File: config.mk
export PLATFORM = sky130hd
export DESIGN_NAME = spi_sys_bridge_flat
export DESIGN_NICKNAME = d
export VERILOG_FILES = /design/src/rtl/spi_sys_bridge_if.sv /design/src/rtl/spi_sys_bridge.sv /design/src/flat_wrapper.sv
export SDC_FILE = /design/constraint.sdc
export NUM_CORES = 1
export LEC_CHECK = 0
export ABC_AREA = 1
export ABC_CLOCK_PERIOD_IN_PS = 1800
export CORE_UTILIZATION = 40
export CTS_BUF_LIST = sky130_fd_sc_hd__clkbuf_16
export DETAILED_ROUTE_END_ITERATION = 6
export GPL_TIMING_DRIVEN = 0
export PLACE_DENSITY = 0.71
export RECOVER_POWER = 50
export SKIP_LAST_GASP = 1
export SLEW_MARGIN = 20
export SYNTH_ARGS = -nofsm -noshare
export SYNTH_HDL_FRONTEND = slang
export SYNTH_SLANG_ARGS = --single-unit
File: constraint.sdc
create_clock -name clk -period 1.8 [get_ports clk]
set_input_delay 0.36 -clock clk [delete_from_list [all_inputs] [get_ports clk]]
set_output_delay 0.36 -clock clk [all_outputs]
set_load 0.1 [all_outputs]
File: src/rtl/spi_sys_bridge_if.sv
`default_nettype none
// ============================================================================
// Module      : spi_sys_bridge_if
// Description : Core-side strobes and user-side buffer/status signals of the
//               SPI system-clock bridge, bundled with master/slave views.
// Revision    : 1.0 - initial release
// ============================================================================
interface spi_sys_bridge_if #(
    parameter int DATA_WDT = 8,
    parameter int CNT_WDT  = 16
);
    logic                spiSsel;
    logic                spiTxLoadFirst;
    logic                spiTxLoadNext;
    logic                spiRxRdy;
    logic [DATA_WDT-1:0] spiRxData;
    logic [DATA_WDT-1:0] spiTxData;
    logic                busy;
    logic                frameStart;
    logic                frameEnd;
    logic                rxValid;
    logic [DATA_WDT-1:0] rxWord;
    logic [CNT_WDT-1:0]  wordCnt;
    logic                txWr;
    logic [DATA_WDT-1:0] txDin;
    logic                txFull;
    logic                txReq;
    logic                txUnderrun;
    logic                txOverflow;
    logic                errClr;

    // The bridge itself
    modport slave (
        input  spiSsel, spiTxLoadFirst, spiTxLoadNext, spiRxRdy, spiRxData,
        input  txWr, txDin, errClr,
        output spiTxData, busy, frameStart, frameEnd, rxValid, rxWord,
        output wordCnt, txFull, txReq, txUnderrun, txOverflow
    );

    // Core plus user logic driving the bridge
    modport master (
        output spiSsel, spiTxLoadFirst, spiTxLoadNext, spiRxRdy, spiRxData,
        output txWr, txDin, errClr,
        input  spiTxData, busy, frameStart, frameEnd, rxValid, rxWord,
        input  wordCnt, txFull, txReq, txUnderrun, txOverflow
    );
endinterface
`default_nettype wire

File: src/rtl/spi_sys_bridge.sv
`default_nettype none
// ============================================================================
// Module      : spi_sys_bridge
// Description : Resynchronises SPI slave core strobes into clk, captures
//               received words and feeds the core from a 2-deep TX buffer.
// Revision    : 1.0 - initial release
// ============================================================================
module spi_sys_bridge #(
    parameter int DATA_WDT    = 8,
    parameter int SYNC_STAGES = 2,
    parameter int CNT_WDT     = 16
) (
    input  logic              clk,
    input  logic              reset,
    spi_sys_bridge_if.slave   bus
);
    typedef enum logic [0:0] {
        S_IDLE   = 1'b0,
        S_ACTIVE = 1'b1
    } state_t;

    state_t                 r_state;
    logic [SYNC_STAGES-1:0] r_ssel_sh, r_lf_sh, r_ln_sh, r_rx_sh;
    logic                   r_ssel_prev, r_lf_prev, r_ln_prev, r_rx_prev;

    logic                   r_frame_start, r_frame_end, r_rx_valid, r_cand;
    logic [DATA_WDT-1:0]    r_stage, r_rx_word;
    logic [CNT_WDT-1:0]     r_word_cnt;

    logic [DATA_WDT-1:0]    r_tx_data, r_pend;
    logic                   r_fresh, r_pend_v, r_tx_req, r_under, r_over;

    logic                   w_ssel_s, w_lf_s, w_ln_s, w_rx_s;
    logic                   w_ssel_fall, w_ssel_rise, w_rx_fall, w_load;
    logic                   w_fresh_l, w_pendv_l, w_ovf, w_unf;
    logic [DATA_WDT-1:0]    w_data_l;

    // Synchronisers; ssel idles high, strobes idle low
    always_ff @(posedge clk) begin
        if (reset) begin
            r_ssel_sh   <= '1;
            r_lf_sh     <= '0;
            r_ln_sh     <= '0;
            r_rx_sh     <= '0;
            r_ssel_prev <= 1'b1;
            r_lf_prev   <= 1'b0;
            r_ln_prev   <= 1'b0;
            r_rx_prev   <= 1'b0;
        end else begin
            r_ssel_sh   <= {r_ssel_sh[SYNC_STAGES-2:0], bus.spiSsel};
            r_lf_sh     <= {r_lf_sh[SYNC_STAGES-2:0], bus.spiTxLoadFirst};
            r_ln_sh     <= {r_ln_sh[SYNC_STAGES-2:0], bus.spiTxLoadNext};
            r_rx_sh     <= {r_rx_sh[SYNC_STAGES-2:0], bus.spiRxRdy};
            r_ssel_prev <= w_ssel_s;
            r_lf_prev   <= w_lf_s;
            r_ln_prev   <= w_ln_s;
            r_rx_prev   <= w_rx_s;
        end
    end

    assign w_ssel_s    = r_ssel_sh[SYNC_STAGES-1];
    assign w_lf_s      = r_lf_sh[SYNC_STAGES-1];
    assign w_ln_s      = r_ln_sh[SYNC_STAGES-1];
    assign w_rx_s      = r_rx_sh[SYNC_STAGES-1];
    assign w_ssel_fall = r_ssel_prev & ~w_ssel_s;
    assign w_ssel_rise = ~r_ssel_prev & w_ssel_s;
    assign w_rx_fall   = r_rx_prev & ~w_rx_s;
    assign w_load      = (~r_lf_prev & w_lf_s) | (~r_ln_prev & w_ln_s);

    // Frame FSM and receive path; a staged word commits one cycle later
    // unless ssel rose meanwhile (core reset on abort fakes an rxRdy fall).
    always_ff @(posedge clk) begin
        if (reset) begin
            r_state       <= S_IDLE;
            r_frame_start <= 1'b0;
            r_frame_end   <= 1'b0;
            r_rx_valid    <= 1'b0;
            r_cand        <= 1'b0;
            r_stage       <= '0;
            r_rx_word     <= '0;
            r_word_cnt    <= '0;
        end else begin
            r_frame_start <= 1'b0;
            r_frame_end   <= 1'b0;
            r_rx_valid    <= 1'b0;
            r_cand        <= w_rx_fall && (r_state == S_ACTIVE);
            if (w_rx_fall && (r_state == S_ACTIVE)) begin
                r_stage <= bus.spiRxData;
            end
            if (r_cand && !w_ssel_rise && (r_state == S_ACTIVE)) begin
                r_rx_word  <= r_stage;
                r_rx_valid <= 1'b1;
                r_word_cnt <= r_word_cnt + 1'b1;
            end
            case (r_state)
                S_IDLE: begin
                    if (w_ssel_fall) begin
                        r_state       <= S_ACTIVE;
                        r_frame_start <= 1'b1;
                        r_word_cnt    <= '0;
                    end
                end
                S_ACTIVE: begin
                    if (w_ssel_rise) begin
                        r_state     <= S_IDLE;
                        r_frame_end <= 1'b1;
                    end
                end
                default: r_state <= S_IDLE;
            endcase
        end
    end

    // Buffer state after the load, before any same-cycle write
    always_comb begin
        w_fresh_l = r_fresh;
        w_pendv_l = r_pend_v;
        w_data_l  = r_tx_data;
        if (w_load) begin
            w_fresh_l = r_pend_v;
            w_pendv_l = 1'b0;
            if (r_pend_v) begin
                w_data_l = r_pend;
            end
        end
    end

    assign w_ovf = bus.txWr & w_fresh_l & w_pendv_l;
    assign w_unf = w_load & ~r_fresh;

    always_ff @(posedge clk) begin
        if (reset) begin
            r_tx_data <= '0;
            r_pend    <= '0;
            r_fresh   <= 1'b0;
            r_pend_v  <= 1'b0;
            r_tx_req  <= 1'b0;
            r_under   <= 1'b0;
            r_over    <= 1'b0;
        end else begin
            r_tx_req  <= w_load;
            r_tx_data <= w_data_l;
            r_fresh   <= w_fresh_l;
            r_pend_v  <= w_pendv_l;
            if (bus.txWr) begin
                if (!w_fresh_l) begin
                    r_tx_data <= bus.txDin;
                    r_fresh   <= 1'b1;
                end else if (!w_pendv_l) begin
                    r_pend    <= bus.txDin;
                    r_pend_v  <= 1'b1;
                end
            end
            r_under <= w_unf | (r_under & ~bus.errClr);
            r_over  <= w_ovf | (r_over & ~bus.errClr);
        end
    end

    assign bus.spiTxData  = r_tx_data;
    assign bus.busy       = (r_state == S_ACTIVE);
    assign bus.frameStart = r_frame_start;
    assign bus.frameEnd   = r_frame_end;
    assign bus.rxValid    = r_rx_valid;
    assign bus.rxWord     = r_rx_word;
    assign bus.wordCnt    = r_word_cnt;
    assign bus.txFull     = r_fresh & r_pend_v;
    assign bus.txReq      = r_tx_req;
    assign bus.txUnderrun = r_under;
    assign bus.txOverflow = r_over;
endmodule
`default_nettype wire
File: src/flat_wrapper.sv
// flat-port wrapper written by rule: the top's interface ports become plain ports
module spi_sys_bridge_flat 
#(
    parameter int DATA_WDT    = 8,
    parameter int SYNC_STAGES = 2,
    parameter int CNT_WDT     = 16
)
  (clk, reset, bus_spiSsel, bus_spiTxLoadFirst, bus_spiTxLoadNext, bus_spiRxRdy, bus_spiRxData, bus_txWr, bus_txDin, bus_errClr, bus_spiTxData, bus_busy, bus_frameStart, bus_frameEnd, bus_rxValid, bus_rxWord, bus_wordCnt, bus_txFull, bus_txReq, bus_txUnderrun, bus_txOverflow);
  spi_sys_bridge_if #(.DATA_WDT(DATA_WDT), .CNT_WDT(CNT_WDT)) bus_i ();
  input  logic clk;
  input  logic reset;
  input wire logic [$bits(bus_i.spiSsel)-1:0] bus_spiSsel;
  input wire logic [$bits(bus_i.spiTxLoadFirst)-1:0] bus_spiTxLoadFirst;
  input wire logic [$bits(bus_i.spiTxLoadNext)-1:0] bus_spiTxLoadNext;
  input wire logic [$bits(bus_i.spiRxRdy)-1:0] bus_spiRxRdy;
  input wire logic [$bits(bus_i.spiRxData)-1:0] bus_spiRxData;
  input wire logic [$bits(bus_i.txWr)-1:0] bus_txWr;
  input wire logic [$bits(bus_i.txDin)-1:0] bus_txDin;
  input wire logic [$bits(bus_i.errClr)-1:0] bus_errClr;
  output wire logic [$bits(bus_i.spiTxData)-1:0] bus_spiTxData;
  output wire logic [$bits(bus_i.busy)-1:0] bus_busy;
  output wire logic [$bits(bus_i.frameStart)-1:0] bus_frameStart;
  output wire logic [$bits(bus_i.frameEnd)-1:0] bus_frameEnd;
  output wire logic [$bits(bus_i.rxValid)-1:0] bus_rxValid;
  output wire logic [$bits(bus_i.rxWord)-1:0] bus_rxWord;
  output wire logic [$bits(bus_i.wordCnt)-1:0] bus_wordCnt;
  output wire logic [$bits(bus_i.txFull)-1:0] bus_txFull;
  output wire logic [$bits(bus_i.txReq)-1:0] bus_txReq;
  output wire logic [$bits(bus_i.txUnderrun)-1:0] bus_txUnderrun;
  output wire logic [$bits(bus_i.txOverflow)-1:0] bus_txOverflow;
  assign bus_i.spiSsel = bus_spiSsel;
  assign bus_i.spiTxLoadFirst = bus_spiTxLoadFirst;
  assign bus_i.spiTxLoadNext = bus_spiTxLoadNext;
  assign bus_i.spiRxRdy = bus_spiRxRdy;
  assign bus_i.spiRxData = bus_spiRxData;
  assign bus_i.txWr = bus_txWr;
  assign bus_i.txDin = bus_txDin;
  assign bus_i.errClr = bus_errClr;
  assign bus_spiTxData = bus_i.spiTxData;
  assign bus_busy = bus_i.busy;
  assign bus_frameStart = bus_i.frameStart;
  assign bus_frameEnd = bus_i.frameEnd;
  assign bus_rxValid = bus_i.rxValid;
  assign bus_rxWord = bus_i.rxWord;
  assign bus_wordCnt = bus_i.wordCnt;
  assign bus_txFull = bus_i.txFull;
  assign bus_txReq = bus_i.txReq;
  assign bus_txUnderrun = bus_i.txUnderrun;
  assign bus_txOverflow = bus_i.txOverflow;
  spi_sys_bridge #(.DATA_WDT(DATA_WDT), .SYNC_STAGES(SYNC_STAGES), .CNT_WDT(CNT_WDT)) u_core (.clk(clk), .reset(reset), .bus(bus_i));
endmodule
# After elaboration in Yosys (flattened, before gate mapping)
# Index checks and enable logic that the tools add are counted.
op_classes:
  mux: 17
  n_bitwise: 23
  n_addsub: 1
  reduce_logical: 7
op_table:
  columns: ["op", "n"]
  rows:
  - ["two-way mux 16 bit", 3]
  - ["two-way mux 8 bit", 4]
  - ["adder 16 x 1 -> 16 bit (second input constant)", 1]
  - ["bitwise AND 1 bit", 11]
  - ["two-way mux 1 bit", 9]
  - ["inverter 1 bit", 9]
  - ["OR reduction 2 bit", 2]
  - ["logical AND 1 bit", 3]
  - ["bitwise OR 1 bit", 3]
  - ["AND reduction 3 bit", 1]
  - ["one-hot mux 1 bit (2 select lines)", 1]
  - ["logical NOT 1 bit", 1]
totals:
  out_inout_bits: 40
  elab_cells: 71
  regBits: 70
  in_bits: 24

# Logic depth before layout (Yosys ltp)
# Gate-level depths: netlist of run 1.
depth:
  word_depth: 8
  mapped_depth: 10

# Worst setup path after synthesis of run 1
# Ideal clock, no wire load.
synth_timing:
  kind: "register to register"
  start: "register u_core.r_word_cnt[1], in the netlist u_core.bus.wordCnt[1]"
  end: "register u_core.r_word_cnt[14], in the netlist u_core.bus.wordCnt[14]"
  period_less_slack_ns: 2.046
  n_path_buf: 0
  setup_ns: 0.065
  path_stages_with_launch: 8
  arrival_ns: 1.980
  path_slack_ns: -0.246
  cell_sequence: "dfxtp_1 -> ha_1 -> nand3_2 -> nor2_2 -> nand3_1 -> nor2_1 -> nor2_1 -> nor2_1"
synth_between:
  elab_chain_cells: 4
synth_lines:
  columns: ["element", "line_no", "source"]
  rows:
  - ["from (decl)", "spi_sys_bridge.sv:28", "logic [CNT_WDT-1:0] r_word_cnt;"]
  - ["from (signal assigned)", "spi_sys_bridge.sv:93", "r_word_cnt <= r_word_cnt + 1'b1;"]
  - ["adder 16 x 1 -> 16 bit *", "spi_sys_bridge.sv:93", null]
  - ["two-way mux 16 bit *", "spi_sys_bridge.sv:90", "if (r_cand && !w_ssel_rise && (r_state == S_ACTIVE)) begin"]
  - ["two-way mux 16 bit", "spi_sys_bridge.sv:97", "if (w_ssel_fall) begin"]
  - ["two-way mux 16 bit *", "spi_sys_bridge.sv:95", "case (r_state)"]
# Every way passes the cells marked *; elsewhere a longest branch is shown, timed or not.
# A chain may end at the register's enable or synchronous reset.

# Worst setup path in the final report of run 1
layout_timing:
  start: "register u_core.r_word_cnt[7], in the netlist u_core.bus.wordCnt[7]"
  end: "output port bus_wordCnt[7]"
layout_lines:
  columns: ["element", "line_no", "source"]
  rows:
  - ["to (decl)", "flat_wrapper.sv:26", "output wire logic [$bits(bus_i.wordCnt)-1:0] bus_wordCnt;"]
# No word-level cell between the ends.

==> impl_metrics.ini, run 1 <==
[synthesis]
synth-main-ff-cell = dfxtp_1
syn_area_sq_mm = 0.002938
synth-seq-cells = 70
syn_area_per_cell_sq_um = 7.326
async_flop_share_pct = 0
synthAdderAreaFrac_pct = 0.4259
synthSimpleGateAreaFrac_pct = 34.11
yosys_warnings = 0
synth-compound-area-share_pct = 7.198
synth_top_family_by_area = simple AND/OR/NAND/NOR gates
synth.distinct_cells = 30
syn-num-nets = 426
syn_inst = 401
synth_edf_count = 0
synth_xor_area_share_pct = 0.8944
ys_seq_area_share_pct = 47.70
synthMuxAreaShare_pct = 0

[clocking]
htree_levels = 3
cts_tree = yes
postCtsSetupRepairBufs = 0
ctsHoldBuffers = 0
clock_latency_ns = 0.33
clk_pin_slew_ns = 0.05
cts_buffers = 9
cts-root-buf = clkbuf_16
cts_sinks = 70
clock_path_buffers = 2

[grt]
grt_usage_pct = 17.48
grt_first_pass_wirelength_um = 10430
grt_max_degree = 13
grt_pass1_vias = 2354
overflow = 0
antenna_found_initial = 0

[place]
port_buffers = 63
gp_congestion = 0.8219
dp_cells = 560
dp_slack_ns = -0.4753
dp_hpwl_um = 4400

[setup_path]
regToRegStartpoint = u_core.r_ln_prev
cpLargestDelayFamily = buffers and inverters
worstPathCellList = clkdlybuf4s18_2
rr_endpoint = u_core.bus.spiTxData[1]
reg2reg_depth = 8
startpoint_type = flop
crit_type = reg2out
crit_path_max_incr_delay_ns = 0.58
r2r_setup_slack_ns = 0.13
cp_max_fo = 7
crit_path_end_kind = primary output
arrival_ns = 1.37
slowest_stage = clkdlybuf4s18_2
path_buf_inv = 1
required_ns = 1.44

[timing]
fin_skew_ns = 0.009208
hold_violations = 0
rsz0062_at_grt = false
finalSetupTns_ns = 0
worst_slack_ns = 0.07380
tightestPinTransition_ns = 0.5688
maxClockFrequency_mhz = 579.3
finalMaxSlewViolations = 0
period_needed_ns = 1.726
setup_viol = 0
relSlewSlack_pct = 62.26
finalCritPeriodShare_pct = 95.90

[outcome]
status = complete, no violations

[floorplan]
start_util_pct = 42.31
core.rowCount = 30
die_h_um = 87.70
ios = 64
die_area_sq_mm = 0.007691
die_w_um = 87.70
core_sq_mm = 0.006944

[layout]
regArea_sq_mm = 0.001415
nFillCells = 655
areaGrowthSynthToFinish_pct = 39.27
instances_no_fill = 576
drive_above_1_share_pct = 19.58
final_nets = 500
post-route-util_pct = 58.92
final_cell_mix = nor2_1 (96), inv_1 (60), dfxtp_1 (59)
layout_commonest_cell = nor2_1
multiInputGateArea_sq_mm = 0.001235
diodes = 0

[route]
drc = 0
vias = 2629
vias_per_cell = 4.564
firstDrtPassIters = 4
drtAntennaViolNets = 0
drtIter0Drc = 56
wl_per_cell_um = 10.82
drt-total-wl_um = 6231

[power_and_ir_drop]
vdd_drop_max_uv = 674.0
power_density_mw_per_mm2 = 1028
p_total_uw = 4208
p_leak_uw = 0.001713

[min_path]
hold_start = u_core.r_rx_sh[0]
hold_class = reg2reg
hold_end = u_core.r_rx_sh[1]
min_path_cells = 2

[job]
drv_cap = 0
==> per-layer routing <==
layer,wire [um],track usage (%)
met5,0,0
met4,81,8.495
met1,2942,21.72
met3,246,2.922
met2,2960,29.39
==> area by class of cell <==
class	count	area share [%]
inverter	61	5.596
tap	96	2.936
timing repair buffer	63	16.51
sequential	70	34.59
buffer	9	1.315
clock inverter	7	3.364
multi-input combinational	261	30.18
clock buffer	9	5.505
==> registers in the layout, summed over array words and instances, names as in the netlist, 2 cells and up <==
name	count
u_core.bus.rxWord	8
u_core.bus.spiTxData	8
u_core.bus.wordCnt	16
u_core.r_lf_sh	2
u_core.r_ln_sh	2
u_core.r_pend	8
u_core.r_rx_sh	2
u_core.r_ssel_sh	2
u_core.r_stage	8
==> cell usage after synthesis (3+ instances only) <==
library cell	count	area, sq um
nor2_2	4	25.02
nand3_2	4	40.04
o21ai_0	27	135.1
nand2_1	56	210.2
inv_1	59	221.5
nand2_2	7	43.79
clkbuf_1	3	11.26
nor2_1	96	360.4
dfxtp_1	70	1401
nor2_4	3	33.78
nand4_1	5	31.28
a21oi_1	9	45.04
o21ai_1	3	15.01
nand3_1	35	175.2
==> stage by stage <==
step | instance area [sq um] | hold slack, ns
after CTS | 4108 | 0.4005
after global routing | 4091 | 0.4058
after floorplan | 2950 | 0.3883
final | 4091 | 0.3983
after global placement | 3701 | 0.3926
after detailed placement | 3701 | 0.3950
==> report_power, final <==
group,leakage [uW],switching [uW],total (uW),internal (uW)
registers,0.000575,28.3,1630,1600
logic,0.000956,308,445,137
clock network,0.000181,646,2130,1490
total,0.00171,982,4210,3230
==> worst register-to-register path, stage by stage (launching register included) <==
cell and delay, ns:
dfxtp_1 0.31, inv_1 0.05, nand2_2 0.08, nand2_1 0.31, nand2_8 0.23, nand3_2 0.19
buf_6 0.21, o21ai_0 0.15, nor2_1 0.06
==> logic make-up (layout without fill, tap and decap cells) <==
kind of cell / Yosys count / count (layout)
flip-flops: 70 / 70
adder cells (fa/ha/maj): 1 / 1
AND/OR/NAND/NOR: 217 / 217
AO/OA/AOI/OAI: 40 / 40
buffers and inverters: 70 / 149
XOR/XNOR: 3 / 3
==> worst max-delay path by stage <==
stage | startpoint | end | slack [ns] | depth (start not counted)
3_5_place_dp | u_core.r_pend_v | bus_txFull | -0.48 | 4
5_1_grt | u_core.bus.wordCnt[7] | bus_wordCnt[7] | 0.006 | 1
3_3_place_gp | u_core.r_pend_v | bus_txFull | -0.49 | 4
2_1_floorplan | u_core.bus.wordCnt[12] | u_core.bus.wordCnt[15] | 0.05 | 7
4_1_cts | u_core.r_pend_v | bus_txFull | -0.13 | 4
6_report | u_core.bus.wordCnt[7] | bus_wordCnt[7] | 0.07 | 1
==> repair_timing <==
action	4_1_cts	5_1_grt
setup endpoints to repair	40	2
resized for setup	122	4
gates cloned	0	0
Note: power is estimated with default switching activity, not from simulation.
==> inputs of run 2 (changes only) <==
--- a/config.mk
+++ b/config.mk
@@ -7,6 +7,7 @@
 export LEC_CHECK = 0
 export ABC_AREA = 1
 export ABC_CLOCK_PERIOD_IN_PS = 1800
+export CAP_MARGIN = 5
 export CORE_UTILIZATION = 40
 export CTS_BUF_LIST = sky130_fd_sc_hd__clkbuf_16
 export DETAILED_ROUTE_END_ITERATION = 6
==> results of run 2 <==
The final DEF is identical to that of run 1; final timing and power are the same.
